### src/rtl/ram512_arbiter.sv
`default_nettype none
// ============================================================================
// Module   : ram512_arbiter
// Purpose  : Two-requester front-end for a 512x16 RAM with a single
//            in/load/address/out port. After reset it clears every word,
//            then serves the requesters round-robin, one access per cycle.
// Revision : 1.0  initial release
// ----------------------------------------------------------------------------
// Ports
//   clk, rst_n                 clock, asynchronous active-low reset
//   reqN, weN, addrN, wdataN   requester N access request (held until gntN)
//   gntN                       requester N access issued this cycle
//   rvalidN, rdataN            requester N read data (rvalid is one cycle)
//   ready                      clear sweep done, arbiter serving
//   ram_in, ram_load,
//   ram_address, ram_out       RAM port (write at the clock edge,
//                              ram_out is the combinational read)
// ============================================================================
module ram512_arbiter #(
  parameter int WIDTH = 16,
  parameter int AW    = 9
) (
  input  logic             clk,
  input  logic             rst_n,
  input  logic             req0,
  input  logic             we0,
  input  logic [AW-1:0]    addr0,
  input  logic [WIDTH-1:0] wdata0,
  output logic             gnt0,
  output logic             rvalid0,
  output logic [WIDTH-1:0] rdata0,
  input  logic             req1,
  input  logic             we1,
  input  logic [AW-1:0]    addr1,
  input  logic [WIDTH-1:0] wdata1,
  output logic             gnt1,
  output logic             rvalid1,
  output logic [WIDTH-1:0] rdata1,
  output logic             ready,
  output logic [WIDTH-1:0] ram_in,
  output logic             ram_load,
  output logic [AW-1:0]    ram_address,
  input  logic [WIDTH-1:0] ram_out
);

  typedef enum logic [1:0] {
    ST_START = 2'd0,
    ST_INIT  = 2'd1,
    ST_RUN   = 2'd2
  } state_t;

  localparam logic [AW-1:0] C_LAST_ADDR = '1;

  state_t          r_state;
  state_t          w_state_nxt;
  logic [AW-1:0]   r_cnt;
  logic [AW-1:0]   r_last_addr;
  logic            r_ptr;       // requester favoured when both request

  // State register plus all datapath registers.
  always_ff @(posedge clk or negedge rst_n) begin
    if (!rst_n) begin
      r_state     <= ST_START;
      r_cnt       <= '0;
      r_last_addr <= '0;
      r_ptr       <= 1'b0;
      rvalid0     <= 1'b0;
      rvalid1     <= 1'b0;
      rdata0      <= '0;
      rdata1      <= '0;
    end else begin
      r_state <= w_state_nxt;
      if (r_state == ST_INIT) begin
        r_cnt <= r_cnt + 1'b1;
      end
      // When nothing is granted ram_address already equals r_last_addr,
      // so tracking it every cycle gives the hold behaviour for free.
      r_last_addr <= ram_address;
      if (gnt0) begin
        r_ptr <= 1'b1;
      end else if (gnt1) begin
        r_ptr <= 1'b0;
      end
      rvalid0 <= gnt0 & ~we0;
      rvalid1 <= gnt1 & ~we1;
      if (gnt0 && !we0) begin
        rdata0 <= ram_out;
      end
      if (gnt1 && !we1) begin
        rdata1 <= ram_out;
      end
    end
  end

  // Next state, arbitration and RAM port drive.
  always_comb begin
    w_state_nxt = r_state;
    ready       = 1'b0;
    gnt0        = 1'b0;
    gnt1        = 1'b0;
    ram_load    = 1'b0;
    ram_in      = '0;
    ram_address = r_last_addr;
    case (r_state)
      ST_START: begin
        ram_address = r_cnt;
        w_state_nxt = ST_INIT;
      end
      ST_INIT: begin
        ram_load    = 1'b1;
        ram_address = r_cnt;
        if (r_cnt == C_LAST_ADDR) begin
          w_state_nxt = ST_RUN;
        end
      end
      ST_RUN: begin
        ready = 1'b1;
        gnt0  = req0 & (~req1 | ~r_ptr);
        gnt1  = req1 & (~req0 |  r_ptr);
        if (gnt0) begin
          ram_address = addr0;
          ram_load    = we0;
          ram_in      = we0 ? wdata0 : '0;
        end else if (gnt1) begin
          ram_address = addr1;
          ram_load    = we1;
          ram_in      = we1 ? wdata1 : '0;
        end
      end
      default: begin
        w_state_nxt = ST_START;
      end
    endcase
  end

endmodule
`default_nettype wire
### config.mk
export PLATFORM = sky130hd
export DESIGN_NAME = ram512_arbiter
export DESIGN_NICKNAME = d
export VERILOG_FILES = /design/src/rtl/ram512_arbiter.sv
export SDC_FILE = /design/constraint.sdc
export NUM_CORES = 1
export LEC_CHECK = 0
export ABC_CLOCK_PERIOD_IN_PS = 2600
export CAP_MARGIN = 20
export CORE_ASPECT_RATIO = 1.25
export CORE_MARGIN = 2
export CORE_UTILIZATION = 41
export CTS_CLUSTER_SIZE = 28
export DETAILED_ROUTE_END_ITERATION = 8
export PLACE_DENSITY = 0.78
export SETUP_SLACK_MARGIN = 0.5
export SYNTH_ARGS = -nofsm -noshare
export SYNTH_HDL_FRONTEND = slang
export SYNTH_SLANG_ARGS = --single-unit
export TNS_END_PERCENT = 20
### constraint.sdc
create_clock -name clk -period 2.6 [get_ports clk]
set_input_delay 0.39 -clock clk [delete_from_list [all_inputs] [get_ports clk]]
set_output_delay 0.39 -clock clk [all_outputs]
set_load 0.005 [all_outputs]
# Word level (Yosys, flattened, before mapping)
# Cells that the tools add are included.
# word_totals
wordCells,51
ff_bits,55
mem_count,0
ramBits,0
input_bits,72
latchBits,0
mem_bits_ro,0
# classes
addsub,1
n_reduce_logical,8
n_shift,0
bitwise,12
n_mux,18
n_div,0
eq_ne,4
n_lt_le_gt_ge,0
mul,0
# ops
operator,count
$mux W16,5
$mux W9,2
$pmux W9 S2,1
$add A9 B1 Y9 const B,1
$eq A9 B9 Y1 const B,1
$mux W1,7
$not A1 Y1,6
$pmux W2 S3,1
$and A1 B1 Y1,4
$eq A2 B1 Y1 const B,1
$eq A2 B2 Y1 const B,1
$logic_and A1 B1 Y1,2
$logic_not A1 Y1,2
$logic_not A2 Y1,1
$mux W2,1
$ne A2 B1 Y1 const B,1
$or A1 B1 Y1,2
$pmux W1 S2,1
$reduce_and A2 Y1,1
$reduce_bool A2 Y1,1
$reduce_or A2 Y1,1

# Logic depth before layout (Yosys ltp)
# Gate-level depths: netlist of run 1.
# depth
ltp_word,6
depth_mapped,7

# Least setup slack after synthesis of run 1
# No wires, ideal clock.
# synth_path
path_kind,register to output
from,register r_state[1]
to,output ram_address[0]
stages_incl_launch_ff,8
required_ps,2210
arrival_time_ps,1581
slack_ps,629
path_cell_list,dfrtp_1 inv_1 ha_1 clkbuf_1 or2_2 clkbuf_1 nand2_1 o221ai_1
# synth_via
elab_chain_cells,3
elab_cells_between_ends,5
cone_classes,eq/ne (2); mux (1); reduce/logical (2)
# synth_rtl
element,line,rtl
"start, declared",54,state_t r_state;
"start signal, assigned",72,r_state <= w_state_nxt;
$eq A2 B1 Y1 or $logic_not A2 Y1 (tied branches),104,case (r_state)
$reduce_or A2 Y1 (no source line),-,
$pmux W9 S2 *,104,
"end, declared",42,"output logic [AW-1:0] ram_address,"
# Mark *: on every way between the ends. The rest lies on a longest branch, timed or not.

# Final worst setup path of run 1
# layout_path
from,register r_state[0]
to,register r_last_addr[7]
# layout_via
elab_chain_cells,3
elab_cells_between_ends,5
cone_classes,eq/ne (2); mux (1); reduce/logical (2)
# layout_rtl
element,line,rtl
$eq A2 B1 Y1 or $logic_not A2 Y1 (tied branches),104,
$reduce_or A2 Y1 (no source line),-,
$pmux W9 S2 *,104,
"end signal, assigned",78,r_last_addr <= ram_address;
"end, declared",57,logic [AW-1:0] r_last_addr;
# Marked as above.
# A chain may end at the register's enable or synchronous reset.

==> results of run 1 <==
## cell usage in the layout (no fill, tap or decap), types with 2 or more instances in the layout
master,n
sky130_fd_sc_hd__buf_12,6
sky130_fd_sc_hd__a21oi_1,18
sky130_fd_sc_hd__buf_2,10
sky130_fd_sc_hd__o221ai_1,3
sky130_fd_sc_hd__ha_4,2
sky130_fd_sc_hd__buf_6,4
sky130_fd_sc_hd__xnor2_1,3
sky130_fd_sc_hd__a211oi_1,9
sky130_fd_sc_hd__ha_2,2
sky130_fd_sc_hd__nand3_1,33
sky130_fd_sc_hd__inv_1,3
sky130_fd_sc_hd__clkdlybuf4s50_1,102
sky130_fd_sc_hd__dlygate4sd2_1,21
sky130_fd_sc_hd__nor2b_1,10
sky130_fd_sc_hd__or2_4,2
sky130_fd_sc_hd__mux2_4,9
sky130_fd_sc_hd__o221ai_2,15
sky130_fd_sc_hd__nor2_1,7
sky130_fd_sc_hd__xor2_1,4
sky130_fd_sc_hd__dfrtp_1,54
sky130_fd_sc_hd__buf_4,41
sky130_fd_sc_hd__nand2_1,18
sky130_fd_sc_hd__nand4_1,3
sky130_fd_sc_hd__ha_1,3
sky130_fd_sc_hd__inv_2,2
sky130_fd_sc_hd__mux2_2,25
sky130_fd_sc_hd__nand2_2,6
sky130_fd_sc_hd__clkbuf_8,5
## layer usage
layer	up-vias	part of all wire	global-route usage
met5	-	0	0
met4	0	0.017	0.0648
met3	15	0.080	0.0725
met2	126	0.50	0.403
met1	1401	0.40	0.286
li1	1299	-	-
## flip-flops by register name, summed over array words and instances (netlist names)
register and count:
rdata0 16, r_state 2, r_ptr 1, rvalid1 1, rvalid0 1, r_last_addr 9, r_cnt 9, rdata1 16
## per-stage QoR
| stage | area [µm²] | util |
|---|---|---|
| 2_1_floorplan | 2840 | - |
| 3_3_place_gp | 4410 | 0.664 |
| 3_5_place_dp | 4410 | 0.664 |
| 4_1_cts | 4790 | 0.721 |
| 5_1_grt | 4900 | 0.737 |
| 6_report | 4900 | 0.737 |
## report_power, final
part | total [W] | switching [W] | internal (W)
Combinational | 0.000261 | 0.0000986 | 0.000163
Clock | 0.000497 | 0.000302 | 0.000195
Sequential | 0.000872 | 0.00000725 | 0.000865
## timing repair
item                                    4_1_cts  5_1_grt
endpoints found under the setup margin       28       29
resized for setup                            86       17
pin swaps                                    14        7
cloned                                        3        0
setup buffers                                27        3
## final cells by class
cell class                      count  area, µm²
Fill cell                         465       1750
Tap cell                           87        109
Inverter                            5       18.8
Sequential cell                    55       1380
Timing Repair Buffer              186       1770
Clock buffer                        5       68.8
Clock inverter                      3       23.8
Multi-Input combinational cell    183       1530
## worst reg2reg max path: cells and delay by family, from the launching register on
family,cells,cell delay (ns)
DFF,1,0.42
buffers and inverters,9,1.07
adders and majority gates,1,0.16
and+or+nand+nor,2,0.35
AOI/OAI and AO/OA,1,0.10
## cell families (layout without fill, tap and decap cells)
kind of cell | Yosys count | after routing | share of synthesized area
buffers and inverters | 26 | 199 | 0.0410
XOR/XNOR | 7 | 7 | 0.0216
adder cells (fa/ha/maj) | 7 | 7 | 0.0308
flip-flops | 55 | 55 | 0.485
AO/OA/AOI/OAI | 49 | 49 | 0.123
AND/OR/NAND/NOR | 84 | 85 | 0.148
multiplexers | 35 | 35 | 0.151
## worst paths after layout
kind                       startpoint        endpoint  cells past startpoint
hold / removal                  rst_n       rdata0[0]                      1
max in group asynchronous       rst_n  r_last_addr[8]                      2
min in group clk           rdata1[15]      rdata1[15]                      1
setup / recovery           r_state[0]  r_last_addr[7]                     13
hold reg to reg            rdata1[15]      rdata1[15]                      1
setup reg to reg           r_state[0]  r_last_addr[7]                     13
==> flow_metrics.env, run 1 <==
export IMPL_run_status="completed"
export IMPL_grt_first_pass_wirelength_um=14600
export IMPL_dr_total_vias=2841
export IMPL_synth_seq_area_share=0.485
export IMPL_pre_cts_ws_ns=-0.0455
export IMPL_row_count=33
export IMPL_power_leakage_nw=2.21
export IMPL_max_slew_margin_rel=0.525
export IMPL_estimated_wirelength_of_the_detail_placed_design_um=5820
export IMPL_crit_type="reg -> reg"
export IMPL_grt_antenna_before_repair=0
export IMPL_synth_edf_count=0
export IMPL_synthesis_area_per_instance_um2=10.8
export IMPL_power_per_cell_area_nw_per_um2=333
export IMPL_syn_cell_area_um2=2840
export IMPL_totalWireLength_um=8950
export IMPL_library_cell_with_the_largest_summed_area_after_synthesis="sky130_fd_sc_hd__dfrtp_1"
export IMPL_clock_tree_root_cell="sky130_fd_sc_hd__clkbuf_8"
export IMPL_syn_to_final_growth_pct=72.5
export IMPL_unrepaired_setup_endpoints_after_global_routing="true"
export IMPL_finalNetCount=515
export IMPL_synth_top_flop_cell="sky130_fd_sc_hd__dfrtp_1"
export IMPL_drt_first_pass_iters=5
export IMPL_setup_viol=0
export IMPL_post_route_period_util=0.847
export IMPL_start_util=0.427
export IMPL_final_min_clock_period_ns=2.20
export IMPL_ys_types=31
export IMPL_final_count_of_pins_violating_max_slew=0
export IMPL_core_um2=6650
export IMPL_max_stage_delay_ns=0.42
export IMPL_yosys_synthesis_warning_count=0
export IMPL_cts_sinks=55
export IMPL_worst_hold_slack_ns=0.115
export IMPL_critPathLaunchType="register"
export IMPL_gp_congestion=0.776
export IMPL_post_drt_wl_per_cell_um=17.1
export IMPL_grt_max_degree=34
export IMPL_clock_skew_ns=0.00982
export IMPL_grtUsageTotal=0.236
export IMPL_timing_hold_worst_class="in -> async"
export IMPL_ctsLongestPathBuffers=2
export IMPL_n_antenna_cell=0
export IMPL_number_of_nets_in_the_synthesized_netlist=342
export IMPL_synth_instances=263
export IMPL_global_route_overflow_total=0
export IMPL_synth_area_top_cells="sky130_fd_sc_hd__dfrtp_1, sky130_fd_sc_hd__mux2_2, sky130_fd_sc_hd__nand3_1, sky130_fd_sc_hd__o221ai_1, sky130_fd_sc_hd__mux2_4"
export IMPL_dr_first_iter_drc_count=143
export IMPL_number_of_port_buffers=134
export IMPL_worstPathBufferInverterCount=9
export IMPL_critPathCaptureType="register"
export IMPL_io_pins=135
export IMPL_yosysMostFrequentCell="sky130_fd_sc_hd__dfrtp_1"
export IMPL_drv_cap=0
export IMPL_cts_hold_fix_buffers=0
export IMPL_final_layout_size_suffix_gt1_frac=0.320
export IMPL_dieWidth_um=78.4
export IMPL_vias_in_the_first_global_route=2972
export IMPL_synth_async_sr_flop_share=1.00
export IMPL_worst_slack_ns=0.398
export IMPL_postSynthRegisterBits=55
export IMPL_synthTopCellsByCount="sky130_fd_sc_hd__dfrtp_1, sky130_fd_sc_hd__nand3_1, sky130_fd_sc_hd__mux2_2"
export IMPL_final_instance_count_excl_fill=524
export IMPL_ctsHtreeMaxLevel=2
export IMPL_timing_critical_path_fanout_max=5
export IMPL_tritoncts="yes"
export IMPL_cpMaxStageDelayCell="sky130_fd_sc_hd__dfrtp_1"
export IMPL_tns_ns=0
export IMPL_timing_critical_path_max_delay_family="buffers and inverters"
export IMPL_power_total_w=0.00163
export IMPL_worst_skew_pair_late_latency_ns=0.31
export IMPL_worst_slew_pin_slew_ns=0.712
export IMPL_ir_drop_mv=0.250
export IMPL_hold_vio_cnt_final=0
export IMPL_count_of_nets_left_with_antenna_violations_after_detail_routing=0
export IMPL_ff2ff_setup_slack_ns=0.40
export IMPL_route_detailed_vias_per_inst=5.42
export IMPL_fp_dieArea_um2=7610
export IMPL_cts_inserted_buffers=5
export IMPL_drt_drc_violations_left=0
export IMPL_crit_path_frequent_cell="sky130_fd_sc_hd__buf_4"
export IMPL_place_detailed_instances=483
export IMPL_die_y_extent_um=97.1
export IMPL_critical_path_cell_by_cell="inv_2 > buf_6 > ha_4 > or2_4 > nand2_2 > o221ai_2 > buf_4 > buf_4 > buf_4 > buf_4 > buf_4 > buf_4 > buf_4"
export IMPL_fmaxAchievable_ghz=0.454
export IMPL_synth_largest_type_area_fraction=0.485
export IMPL_worst_endpoint_required_ns=2.82
export IMPL_clkTransAtPathRegs_ns=0.11
export IMPL_timing_critical_path_arrival_ns=2.42
Power figures use the tool's default switching activity.
==> run 2: changes to the inputs <==
- ABC_CLOCK_PERIOD_IN_PS: 2600 -> 2300
- clock period: 2.6 -> 2.3 ns (I/O delays scaled with it)
==> run 2 against run 1 <==
- hold slack improved by 0.0081 ns
- final cell count fell by 1.5%
- power rose by 17%
- largest power group unchanged
- global-route usage fell by 0.59 points
- die area did not move
- cell area rose by 2.0%
- critical endpoint is now ram_address[6]
- critical path depth fell by 6
- routed wire length barely moved
- register-to-register slack got worse by 0.13 ns
- sequential cell count did not move
- utilization rose by 1.5 points
- clock power rose by 21%
==> flow_metrics.env, run 2 (synthesis gave the netlist of run 1 again) <==
export IMPL_die_y_extent_um=97.1
export IMPL_power_per_cell_area_nw_per_um2=381
export IMPL_route_detailed_vias_per_inst=5.36
export IMPL_clock_tree_root_cell="sky130_fd_sc_hd__clkbuf_8"
export IMPL_run_status="completed"
export IMPL_switching_share=0.216
export IMPL_drv_cap=0
export IMPL_global_route_overflow_total=0
export IMPL_final_layout_size_suffix_gt1_frac=0.371
export IMPL_core_um2=6650
export IMPL_setup_viol=0
export IMPL_clock_power_share=0.315
export IMPL_estimated_wirelength_of_the_detail_placed_design_um=6110
export IMPL_power_leakage_nw=2.18
export IMPL_totalWireLength_um=8940
export IMPL_worst_hold_slack_ns=0.123
export IMPL_final_min_clock_period_ns=2.18
export IMPL_start_util=0.427
export IMPL_max_stage_delay_ns=0.45
export IMPL_clock_skew_ns=0.00567
export IMPL_io_pins=135
export IMPL_layout_cells_most_common="sky130_fd_sc_hd__clkdlybuf4s50_1"
export IMPL_grt_antenna_before_repair=0
export IMPL_worst_slack_ns=0.125
export IMPL_timing_critical_path_max_delay_family="flip-flops"
export IMPL_post_drt_wl_per_cell_um=17.3
export IMPL_mostFrequentLayoutCells="sky130_fd_sc_hd__clkdlybuf4s50_1, sky130_fd_sc_hd__dfrtp_1, sky130_fd_sc_hd__nand3_1, sky130_fd_sc_hd__buf_4, sky130_fd_sc_hd__mux2_2"
export IMPL_timing_critical_path_arrival_ns=1.83
export IMPL_p_int_w=0.00149
export IMPL_number_of_port_buffers=134
export IMPL_power_frac_comb=0.167
export IMPL_n_antenna_cell=0
export IMPL_worst_endpoint_required_ns=1.96
export IMPL_crit_type="reg -> out"
export IMPL_clkTransAtPathRegs_ns=0.09
export IMPL_seq_power_share=0.517
export IMPL_cpMaxStageDelayCell="sky130_fd_sc_hd__dfrtp_2"
export IMPL_crit_path_frequent_cell="sky130_fd_sc_hd__o221ai_2"
export IMPL_timing_hold_worst_class="in -> async"
export IMPL_fmaxAchievable_ghz=0.460
export IMPL_registers_with_the_most_flip_flops="rdata0: 16 flops, rdata1: 16 flops"
export IMPL_row_count=33
export IMPL_drt_first_pass_iters=4
export IMPL_max_slew_margin_rel=0.491
export IMPL_gp_congestion=0.921
export IMPL_unrepaired_setup_endpoints_after_global_routing="true"
export IMPL_cts_hold_fix_buffers=0
export IMPL_hold_vio_cnt_final=0
export IMPL_grt_first_pass_wirelength_um=14000
export IMPL_syn_to_final_growth_pct=76.0
export IMPL_tritoncts="yes"
export IMPL_regArea_um2=1380
export IMPL_ir_drop_mv=0.370
export IMPL_worst_skew_pair_late_latency_ns=0.29
export IMPL_finalNetCount=508
export IMPL_dr_total_vias=2767
export IMPL_post_route_period_util=0.946
export IMPL_dr_first_iter_drc_count=120
export IMPL_grtUsageTotal=0.230
export IMPL_worst_slew_pin_slew_ns=0.763
export IMPL_worstPathBufferInverterCount=3
export IMPL_timing_critical_path_fanout_max=5
export IMPL_dieWidth_um=78.4
export IMPL_critPathLaunchType="register"
export IMPL_drt_drc_violations_left=0
export IMPL_fillers=464
export IMPL_grt_max_degree=34
export IMPL_multi_input_area_um2=1640
export IMPL_count_of_nets_left_with_antenna_violations_after_detail_routing=0
export IMPL_pre_cts_ws_ns=-0.286
export IMPL_ctsLongestPathBuffers=2
export IMPL_cts_sinks=55
export IMPL_critPathCaptureType="output port"
export IMPL_final_count_of_pins_violating_max_slew=0
export IMPL_cts_inserted_buffers=5
export IMPL_ctsHtreeMaxLevel=2
export IMPL_vias_in_the_first_global_route=2870
export IMPL_fp_dieArea_um2=7610
export IMPL_critical_path_cell_by_cell="inv_2 > ha_4 > nor2b_4 > buf_6 > o221ai_2 > o221ai_2 > buf_2"
export IMPL_net_switching_power_w=0.000412
-- run 2: cell types whose count changed in the layout (fill, tap and decap cells not counted), moves of 4 or more --
cell                            before  now
sky130_fd_sc_hd__buf_4              41   28
sky130_fd_sc_hd__dlygate4sd2_1      21   14
sky130_fd_sc_hd__a21oi_1            18   12
sky130_fd_sc_hd__a21oi_2             0    6
sky130_fd_sc_hd__a211oi_1            9    4
sky130_fd_sc_hd__a211oi_2            0    5
sky130_fd_sc_hd__nand2_1            18   14
sky130_fd_sc_hd__nand2_2             6   10
-- run 2: routing by layer --
metal	track usage	vias up	wire length (µm)
met3	0.0548	14	620
met1	0.267	1352	3490
met4	0.0688	0	192
met5	0	-	0
met2	0.414	114	4640
li1	-	1287	-
-- run 2: cell type report --
| cell class | count | share of cell area |
|---|---|---|
| Timing Repair Buffer | 179 | 0.349 |
| Multi-Input combinational cell | 183 | 0.328 |
| Sequential cell | 55 | 0.276 |
| Tap cell | 87 | 0.0218 |
| Clock buffer | 6 | 0.0145 |
| Clock inverter | 1 | 0.00601 |
| Inverter | 5 | 0.00426 |
-- run 2: through the flow --
step	total power, W	cells	util	TNS (ns)	instance area [µm²]
after global placement	0.00128	491	0.676	-4.11	4490
after global routing	0.00200	516	0.752	0	5000
after CTS	0.00192	512	0.743	0	4940
after floorplan	0.00107	263	-	0	2850
final	0.00190	516	0.752	0	5000
after detailed placement	0.00128	491	0.676	-5.60	4490
-- run 2: final timing paths --
path / start / to / slack [ns] / cells past startpoint
min in group clk: rdata1[15] / rdata1[15] / 0.50 / 1
worst max-delay path: r_state[0] / ram_address[6] / 0.12 / 7
worst min-delay path: rst_n / r_last_addr[5] / 0.12 / 1
max in group asynchronous: rst_n / r_ptr / 1.58 / 2
worst min register to register: rdata1[15] / rdata1[15] / 0.50 / 1
worst max register to register: r_state[0] / rdata0[14] / 0.27 / 8
-- run 2: power by group through the flow --
stage	clock (W)	sequential [W]	combinational (W)
4_1_cts	0.000621	0.000986	0.000314
3_3_place_gp	0	0.00100	0.000273
5_1_grt	0.000666	0.000987	0.000341
2_1_floorplan	0	0.00100	0.0000640
3_5_place_dp	0	0.00100	0.000277
6_report	0.000601	0.000986	0.000318
-- run 2: timing repair --
action / 4_1_cts / 5_1_grt
setup buffers: 11 / 4
pin swaps: 18 / 3
setup endpoints to repair: 61 / 63
cloned: 3 / 0
gates resized for setup: 130 / 16
-- run 2: worst reg2reg max path, cell delays in order, from the launching register on --
cell and delay (ns):
sky130_fd_sc_hd__dfrtp_2 0.45, sky130_fd_sc_hd__inv_2 0.09, sky130_fd_sc_hd__ha_4 0.14, sky130_fd_sc_hd__buf_6 0.11, sky130_fd_sc_hd__inv_1 0.06, sky130_fd_sc_hd__buf_12 0.15
sky130_fd_sc_hd__or3_1 0.41, sky130_fd_sc_hd__buf_12 0.18, sky130_fd_sc_hd__mux2_4 0.32
